==> src/rtl/serial_adder_if.sv <==
// Operand/result bundle for serial_adder: start/busy/done handshake plus data.
// SERIAL_ADDER_OVF_EN adds the signed-overflow flag ovf.
interface serial_adder_if #(
  parameter int unsigned WIDTH = 8
);
  logic             start;
  logic [WIDTH-1:0] a;
  logic [WIDTH-1:0] b;
  logic             cin;
  logic             busy;
  logic             done;
  logic [WIDTH-1:0] sum;
  logic             cout;
`ifdef SERIAL_ADDER_OVF_EN
  logic             ovf;

  modport master (output start, a, b, cin, input busy, done, sum, cout, ovf);
  modport slave  (input start, a, b, cin, output busy, done, sum, cout, ovf);
`else
  modport master (output start, a, b, cin, input busy, done, sum, cout);
  modport slave  (input start, a, b, cin, output busy, done, sum, cout);
`endif
endinterface

==> src/rtl/serial_adder.sv <==
// Bit-serial adder: one full-adder slice with a registered carry, one bit per clock.
// Optional SERIAL_ADDER_OVF_EN adds a registered two's-complement overflow flag.
module serial_adder #(
  parameter int unsigned WIDTH = 8
) (
  input  logic           clk,
  input  logic           rst,
  serial_adder_if.slave  bus
);

  localparam int unsigned CNT_W = (WIDTH > 1) ? $clog2(WIDTH) : 1;

  typedef enum logic [1:0] {IDLE, SHIFT, DONE} state_e;

  state_e             state_q, state_d;
  logic [WIDTH-1:0]   a_q, a_d;
  logic [WIDTH-1:0]   b_q, b_d;
  logic [WIDTH-1:0]   s_q, s_d;
  logic               carry_q, carry_d;
  logic [CNT_W-1:0]   cnt_q, cnt_d;
  logic               busy_q, busy_d;
  logic               done_q, done_d;
  logic [WIDTH-1:0]   sum_q, sum_d;
  logic               cout_q, cout_d;
`ifdef SERIAL_ADDER_OVF_EN
  logic               ovf_q, ovf_d;
`endif

  logic               fa_sum;
  logic               fa_carry;

  // Single full-adder slice on the LSBs of the operand shift registers
  always_comb begin
    fa_sum   = a_q[0] ^ b_q[0] ^ carry_q;
    fa_carry = (a_q[0] & b_q[0]) | (a_q[0] & carry_q) | (b_q[0] & carry_q);
  end

  always_comb begin
    state_d = state_q;
    a_d     = a_q;
    b_d     = b_q;
    s_d     = s_q;
    carry_d = carry_q;
    cnt_d   = cnt_q;
    sum_d   = sum_q;
    cout_d  = cout_q;
`ifdef SERIAL_ADDER_OVF_EN
    ovf_d   = ovf_q;
`endif

    unique case (state_q)
      IDLE: begin
        if (bus.start) begin
          a_d     = bus.a;
          b_d     = bus.b;
          carry_d = bus.cin;
          cnt_d   = '0;
          state_d = SHIFT;
        end
      end
      SHIFT: begin
        a_d     = {1'b0, a_q[WIDTH-1:1]};
        b_d     = {1'b0, b_q[WIDTH-1:1]};
        s_d     = {fa_sum, s_q[WIDTH-1:1]};
        carry_d = fa_carry;
        cnt_d   = CNT_W'(cnt_q + 1'b1);
        if (cnt_q == CNT_W'(WIDTH - 1)) begin
          sum_d   = {fa_sum, s_q[WIDTH-1:1]};
          cout_d  = fa_carry;
`ifdef SERIAL_ADDER_OVF_EN
          // carry_q here is the carry entering the MSB slice
          ovf_d   = carry_q ^ fa_carry;
`endif
          state_d = DONE;
        end
      end
      DONE: begin
        state_d = IDLE;
      end
      default: begin
        state_d = IDLE;
      end
    endcase

    busy_d = (state_d == SHIFT);
    done_d = (state_d == DONE);
  end

  always_ff @(posedge clk) begin
    if (rst) begin
      state_q <= IDLE;
      a_q     <= '0;
      b_q     <= '0;
      s_q     <= '0;
      carry_q <= 1'b0;
      cnt_q   <= '0;
      busy_q  <= 1'b0;
      done_q  <= 1'b0;
      sum_q   <= '0;
      cout_q  <= 1'b0;
`ifdef SERIAL_ADDER_OVF_EN
      ovf_q   <= 1'b0;
`endif
    end else begin
      state_q <= state_d;
      a_q     <= a_d;
      b_q     <= b_d;
      s_q     <= s_d;
      carry_q <= carry_d;
      cnt_q   <= cnt_d;
      busy_q  <= busy_d;
      done_q  <= done_d;
      sum_q   <= sum_d;
      cout_q  <= cout_d;
`ifdef SERIAL_ADDER_OVF_EN
      ovf_q   <= ovf_d;
`endif
    end
  end

  assign bus.busy = busy_q;
  assign bus.done = done_q;
  assign bus.sum  = sum_q;
  assign bus.cout = cout_q;
`ifdef SERIAL_ADDER_OVF_EN
  assign bus.ovf  = ovf_q;
`endif

endmodule

==> src/flat_wrapper.sv <==
// flat-port wrapper written by rule: the top's interface ports become plain ports
module serial_adder_flat 
#(
  parameter int unsigned WIDTH = 8
)
  (clk, rst, bus_start, bus_a, bus_b, bus_cin, bus_busy, bus_done, bus_sum, bus_cout);
  serial_adder_if #(.WIDTH(WIDTH)) bus_i ();
  input  logic clk;
  input  logic rst;
  input wire logic [$bits(bus_i.start)-1:0] bus_start;
  input wire logic [$bits(bus_i.a)-1:0] bus_a;
  input wire logic [$bits(bus_i.b)-1:0] bus_b;
  input wire logic [$bits(bus_i.cin)-1:0] bus_cin;
  output wire logic [$bits(bus_i.busy)-1:0] bus_busy;
  output wire logic [$bits(bus_i.done)-1:0] bus_done;
  output wire logic [$bits(bus_i.sum)-1:0] bus_sum;
  output wire logic [$bits(bus_i.cout)-1:0] bus_cout;
  assign bus_i.start = bus_start;
  assign bus_i.a = bus_a;
  assign bus_i.b = bus_b;
  assign bus_i.cin = bus_cin;
  assign bus_busy = bus_i.busy;
  assign bus_done = bus_i.done;
  assign bus_sum = bus_i.sum;
  assign bus_cout = bus_i.cout;
  serial_adder #(.WIDTH(WIDTH)) u_core (.clk(clk), .rst(rst), .bus(bus_i));
endmodule
==> config.mk <==
export PLATFORM = sky130hd
export DESIGN_NAME = serial_adder_flat
export DESIGN_NICKNAME = d
export VERILOG_FILES = /design/src/rtl/serial_adder_if.sv /design/src/rtl/serial_adder.sv /design/src/flat_wrapper.sv
export SDC_FILE = /design/constraint.sdc
export NUM_CORES = 1
export LEC_CHECK = 0
export ABC_AREA = 1
export ABC_CLOCK_PERIOD_IN_PS = 1800
export CORE_MARGIN = 5
export CORE_UTILIZATION = 40
export DETAILED_ROUTE_END_ITERATION = 7
export PLACE_DENSITY_LB_ADDON = 0.2
export SYNTH_ARGS = -nofsm -noshare
export SYNTH_HDL_FRONTEND = slang
export SYNTH_SLANG_ARGS = --single-unit
==> constraint.sdc <==
create_clock -name clk -period 1.8 [get_ports clk]
set_clock_uncertainty 0.05 [all_clocks]
set_input_delay 0.36 -clock clk [delete_from_list [all_inputs] [get_ports clk]]
set_output_delay 0.36 -clock clk [all_outputs]
set_load 0.1 [all_outputs]
==> results of run 1 <==
-- power by group through the flow --
| stage | Sequential [mW] | Clock, mW | Combinational, mW |
|---|---|---|---|
| 2_1_floorplan | 0.999 | 0 | 0.183 |
| 3_3_place_gp | 0.991 | 0 | 0.275 |
| 3_5_place_dp | 0.992 | 0 | 0.277 |
| 4_1_cts | 0.971 | 1.03 | 0.279 |
| 5_1_grt | 0.977 | 1.06 | 0.312 |
| 6_report | 0.971 | 1.00 | 0.276 |
-- metal layers --
metal	part of all wire, %	routed length [um]	vias to the layer above	GRT usage [%]
met2	46	1626	24	20.38
met1	48	1679	653	15.03
met4	1.2	41	0	5.769
met5	0	0	-	0
met3	4.3	152	2	4.728
li1	-	-	782	-
-- kinds of logic after synthesis --
group	Yosys count	synth area share [%]
DFF	40	45.88
AOI/OAI and AO/OA	42	13.62
and+or+nand+nor	96	24.80
adders and majority gates	3	2.580
buffers and inverters	51	13.12
-- worst max-delay path: cells and delay by family (launching register included) --
family	cells	cell delay (ps)
buffers and inverters	1	70
adder cells (fa/ha/maj)	2	310
flip-flops	1	360
AND/OR/NAND/NOR	2	370
AO/OA/AOI/OAI	1	160
-- placed cells by master, fill, tap and decap left out, drive strengths merged --
master	Yosys	layout
buf	10	17
a21oi	9	9
nor2	35	35
fa	1	1
dfxtp	40	40
nand3	6	6
o21a	2	2
clkbuf	0	5
nand2	41	41
nor3	14	14
clkdlybuf4s50	0	19
inv	41	41
bufinv	0	3
o21ai	28	28
a211oi	3	3
ha	2	2
-- area by class of cell --
type	instances	area, um^2	share of cell area, %
clock buffer	5	68.82	2.922
clock inverter	3	90.09	3.826
inverter	41	158.9	6.748
multi-input combinational	141	715.7	30.39
sequential	40	800.8	34.01
tap	52	65.06	2.763
timing repair buffer	36	455.4	19.34
-- flip-flops by register name, indices dropped and copies added (netlist names) --
signal           flops
u_core.carry_q       1
u_core.a_q           8
u_core.bus.sum       8
u_core.bus.busy      1
u_core.s_q           7
u_core.b_q           8
u_core.state_q       2
u_core.bus.cout      1
u_core.cnt_q         3
u_core.bus.done      1
-- per-stage QoR --
step | hold WS [ps] | std cells | area [um^2] | utilization [%]
global placement | 403.3 | 310 | 2196 | 51.14
detailed placement | 404.8 | 310 | 2196 | 51.14
finish | 414.6 | 318 | 2355 | 54.84
global route | 432.5 | 318 | 2355 | 54.84
CTS | 419.4 | 318 | 2355 | 54.84
floorplan | 378.3 | 232 | 1745 | -
-- worst paths after layout --
check	cells after the start	to	slack, ps	start
max	6	u_core.bus.sum[1]$_SDFFE_PP0P_	410	u_core.cnt_q[0]$_SDFFE_PP0P_
min reg2reg	1	u_core.cnt_q[0]$_SDFFE_PP0P_	410	u_core.cnt_q[0]$_SDFFE_PP0P_
max reg2reg	6	u_core.bus.sum[1]$_SDFFE_PP0P_	410	u_core.cnt_q[0]$_SDFFE_PP0P_
min	1	u_core.cnt_q[0]$_SDFFE_PP0P_	410	u_core.cnt_q[0]$_SDFFE_PP0P_
==> summary.txt, run 1 <==
Outcome - finished, final reports clean
DP HPWL - 2380 um
Top cell type's share of synthesized area - 45.88%
Slew @ Worst Pin - 448.8 ps
Largest net degree at the start of global routing - 27
Most instantiated cells after synthesis - dfxtp_1, inv_1, nand2_1
Nets - 288
IO buf count - 30
Antenna cells - 0
Crit path cell chain - ha_1, ha_1, inv_1, nor2_4, nand2_1, o21ai_0
Vias post-DR - 1461
Max Slew Vio Count - 0
Boundary pin count - 31
RSZ-0062 raised after global routing - false
Residual DRC - 0
Core ar. - 4294 um^2
Syn Std Cell Area - 1745 um^2
Clock tree from TritonCTS - done
Final setup vio count - 0
Drt total wl - 3500 um
Setup crit start kind - register
Synthesis-to-layout area growth - 34.91%
Syn avg cell area - 7.523 um^2
Routed Antenna Nets - 0
Pre-antenna DRT Iters - 4
Gr usage total - 12.71%
Clock-pin slew on the worst setup and hold paths - 80 ps
H-tree depth - 2
Synth unique cells - 21
Crit path max fanout - 8
Initial Util - 40.65%
Sequential share of power - 43.1%
Most common cell in the netlist - dfxtp_1
Switching Share - 22.13%
Share of cells above drive strength 1 - 15.41%
Switching power - 498.4 uW
Relative slew slack - 70.01%
Max-Cap Viols - 0
Slowest stage delay, CP - 360 ps
WP data required - 1970 ps
Fillcell total - 420
#FFs+latches synth - 40
Die Span Y - 76.06 um
Cell accounting for the most synthesized area - dfxtp_1
Starting DRT DRC Count - 64
CTS root buf - clkbuf_8
Fin crit share - 77.25%
Longest Clk Path Bufs - 2
Yosys Warn Count - 0
Clk_lat worst skew - 290 ps
Hold Vio Cnt, Final - 0
DIE AREA - 5784 um^2
Setup WS pre-CTS - 197.6 ps
CP most frequent cell - ha_1
Slowest stage cell, crit path - dfxtp_1
Fmax - 0.7192 GHz
Syn nets - 255
P_leak - 1.071 nW
Min-Delay Path Class - register to register
Row Count - 24
Setup Buffers After CTS - 0
Total power - 2.252 mW
Clock sink total - 40
Via-to-Cell Ratio - 4.594
Total negative slack - 0 ps
Total congestion overflow - 0
Hold buffer count at cts - 0
Top FF cell, synth - dfxtp_1
Number of global-route vias before repair - 1355
Async SR Flop Fraction - 0%
Worst IR Drop VDD - 0.4307 mV
Setup crit end kind - register
CTS Buf Count - 5
Wire per inst - 11.01 um
WP data arrival - 1560 ps
Clk pwr share - 44.6%
Placer congestion estimate - 0.7204
EDFF count, synth - 0
Initial antenna violation count - 0
Die W - 76.06 um
Largest cells by area after synthesis - dfxtp_1, inv_1, o21ai_0, nand2_1, nor2_1
First-pass GRT wire length - 6065 um
Cell internal pwr - 1.753 mW
Period minus WS final - 1390 ps
Register area share after synthesis - 45.88%
CTS resizes - 0
Combinational fraction of design power - 12.3%
Power per Cell Area - 956.3 nW/um^2
Crit path kind - register to register
Setup ws final - 409.6 ps
Mapped Cells - 232
Power figures use the tool's default switching activity.
==> run 2, diff against run 1 <==
Settings changed: ABC_CLOCK_PERIOD_IN_PS 1800 to 1400.
Clock period 1.8 ns to 1.4 ns, I/O delays scaled along.
==> summary.txt, run 2 (synthesis results as in run 1) <==
Core ar. - 4294 um^2 (unchanged)
Max-Cap Viols - 0 (unchanged)
Clock-pin slew on the worst setup and hold paths - 80 ps (about the same)
Longest Clk Path Bufs - 2 (unchanged)
CP delay by family, top - flip-flops
First-pass GRT wire length - 6182 um (+1.9%)
Placer congestion estimate - 0.7528 (+4.5%)
Worst Path Buf+Inv - 2 (+1)
Crit path kind - register to register
Post-Place Cell Area - 2251 um^2 (+2.5%)
Residual DRC - 0 (unchanged)
Boundary pin count - 31 (unchanged)
P_leak - 1.095 nW (+2.3%)
Setup crit end kind - register
DP HPWL - 2493 um (+4.7%)
Leading cell types in the layout, fill and taps excluded - dfxtp_1, inv_1, nand2_1
Share of cells above drive strength 1 - 21.17% (+5.8 points)
Wire per inst - 11.08 um (+0.67%)
Worst IR Drop VDD - 0.4843 mV (+12%)
Max layer used - met4
Crit path cell chain - ha_4, ha_4, inv_2, nor2_4, clkinvlp_4, nor2_1, nor2_1
RSZ-0062 raised after global routing - false
Outcome - finished, final reports clean
Synthesis-to-layout area growth - 39.93%
Antenna cells - 0 (unchanged)
Placed Cells incl. Taps - 314 (+1.3%)
Slowest stage delay, CP - 370 ps (about the same)
Via-to-Cell Ratio - 4.641 (+1.0%)
Met2 wire len - 1692 um (+4.1%)
Starting DRT DRC Count - 55 (-14%)
Die Span Y - 76.06 um (unchanged)
Final setup vio count - 0 (unchanged)
Largest net degree at the start of global routing - 19 (-30%)
Final cell count without fillers - 326 (+2.5%)
IO buf count - 30 (unchanged)
Crit path depth - 7 (+1)
Fillcell total - 409 (-2.6%)
Row Count - 24 (unchanged)
Crit path max fanout - 5 (-3)
Slowest stage cell, crit path - dfxtp_4
DIE AREA - 5784 um^2 (unchanged)
Total congestion overflow - 0 (unchanged)
Period minus WS final - 1327 ps (-63.16 ps)
Hold Vio Cnt, Final - 0 (unchanged)
Min-Delay Path Class - register to register
Fmax - 0.7534 GHz (+4.8%)
Fin crit share - 94.81% (+18 points)
Area of the multi-input gates - 758.2 um^2 (+5.9%)
Reg2Reg Depth - 7 (+1)
Metal-1 WL - 1629 um (-3.0%)
Drt total wl - 3612 um (+3.2%)
Total power - 2.563 mW (+14%)
Number of global-route vias before repair - 1379 (+1.8%)
CTS Buf Count - 5 (unchanged)
Relative slew slack - 80.76% (+11 points)
Worst hold slack - 410.7 ps (-3.879 ps)
Pre-antenna DRT Iters - 4 (unchanged)
CTS root buf - clkbuf_8
Fin area - 2442 um^2 (+3.7%)
Die W - 76.06 um (unchanged)
Register Area - 805.8 um^2 (+0.63%)
Initial Util - 40.65% (unchanged)
Routed Antenna Nets - 0 (unchanged)
Slew @ Worst Pin - 287.9 ps (-160.9 ps)
WP data arrival - 1480 ps (-80 ps)
Commonest non-fill, non-tap cell in the layout - dfxtp_1
H-tree depth - 2 (unchanged)
Clock sink total - 40 (unchanged)
Nets - 296 (+2.8%)
Setup crit start kind - register
WP data required - 1550 ps (-420 ps)
Vias post-DR - 1513 (+3.6%)
Clk_lat worst skew - 290 ps (about the same)
Power per Cell Area - 1050 nW/um^2 (+9.8%)
WL met3 - 241 um (+59%)
Clock tree from TritonCTS - done
Gr usage total - 12.79% (+0.083 points)
Hold depth - 1 (unchanged)
Initial antenna violation count - 0 (unchanged)
Max Slew Vio Count - 0 (unchanged)
==> run 2: changes by cell type in the layout (fill, tap and decap cells not counted), moves of 4 or more <==
cell     before  now
o21ai_0      28   23
buf_4         6   10
o21ai_1       0    5
nor2_2        0    4
nor2_1       33   29
==> run 2: where the power goes <==
part | leakage [nW] | internal, mW | total, mW | switching (mW)
sequential | 0.330 | 1.21 | 1.25 | 0.0437
clock | 0.0552 | 0.529 | 0.927 | 0.398
combinational | 0.710 | 0.176 | 0.382 | 0.207
==> run 2: layer usage <==
metal | global-route usage, % | up-vias
met3 | 5.556 | 5
met5 | 0 | -
li1 | - | 805
met2 | 20.63 | 33
met1 | 15.43 | 670
met4 | 3.671 | 0
==> run 2: final cells by class <==
class | count | area share, %
clock inverters | 2 | 1.434
clock buffers | 6 | 2.971
repair buffers | 43 | 21.98
flip-flops and latches | 40 | 32.99
well taps | 52 | 2.664
inverters | 41 | 6.609
repair inverters | 1 | 0.3074
multi-input cells | 141 | 31.05
==> run 2: stage by stage <==
step / setup WS, ps / util [%] / setup TNS [ps]
after floorplan: 64.64 / - / 0
final: 72.71 / 56.88 / 0
after global routing: 6.757 / 56.88 / 0
after CTS: 4.745 / 54.98 / 0
after detailed placement: -110.0 / 52.42 / -1202
after global placement: -125.1 / 52.42 / -1500
==> run 2: path summary, 6_finish.rpt <==
path / endpoint / slack, ps / startpoint
worst max-delay path: u_core.bus.sum[0]$_SDFFE_PP0P_ / 70 / u_core.cnt_q[0]$_SDFFE_PP0P_
worst min-delay path: u_core.cnt_q[0]$_SDFFE_PP0P_ / 410 / u_core.cnt_q[0]$_SDFFE_PP0P_
worst max register to register: u_core.bus.sum[0]$_SDFFE_PP0P_ / 70 / u_core.cnt_q[0]$_SDFFE_PP0P_
worst min register to register: u_core.cnt_q[0]$_SDFFE_PP0P_ / 410 / u_core.cnt_q[0]$_SDFFE_PP0P_
==> run 2: worst reg2reg max path: stages (launching register included) <==
cell        delay [ps]
dfxtp_4            370
ha_4               130
ha_4               130
inv_2               40
nor2_4             170
clkinvlp_4         170
nor2_1             120
nor2_1              50
==> run 2: timing repair <==
action	4_1_cts	5_1_grt
endpoints found under the hold margin	0	0
cloned	0	1
hold buffers	0	0
setup buffers	0	3
pin swaps	0	3
setup endpoints to repair	1	9
gates resized for setup	1	20
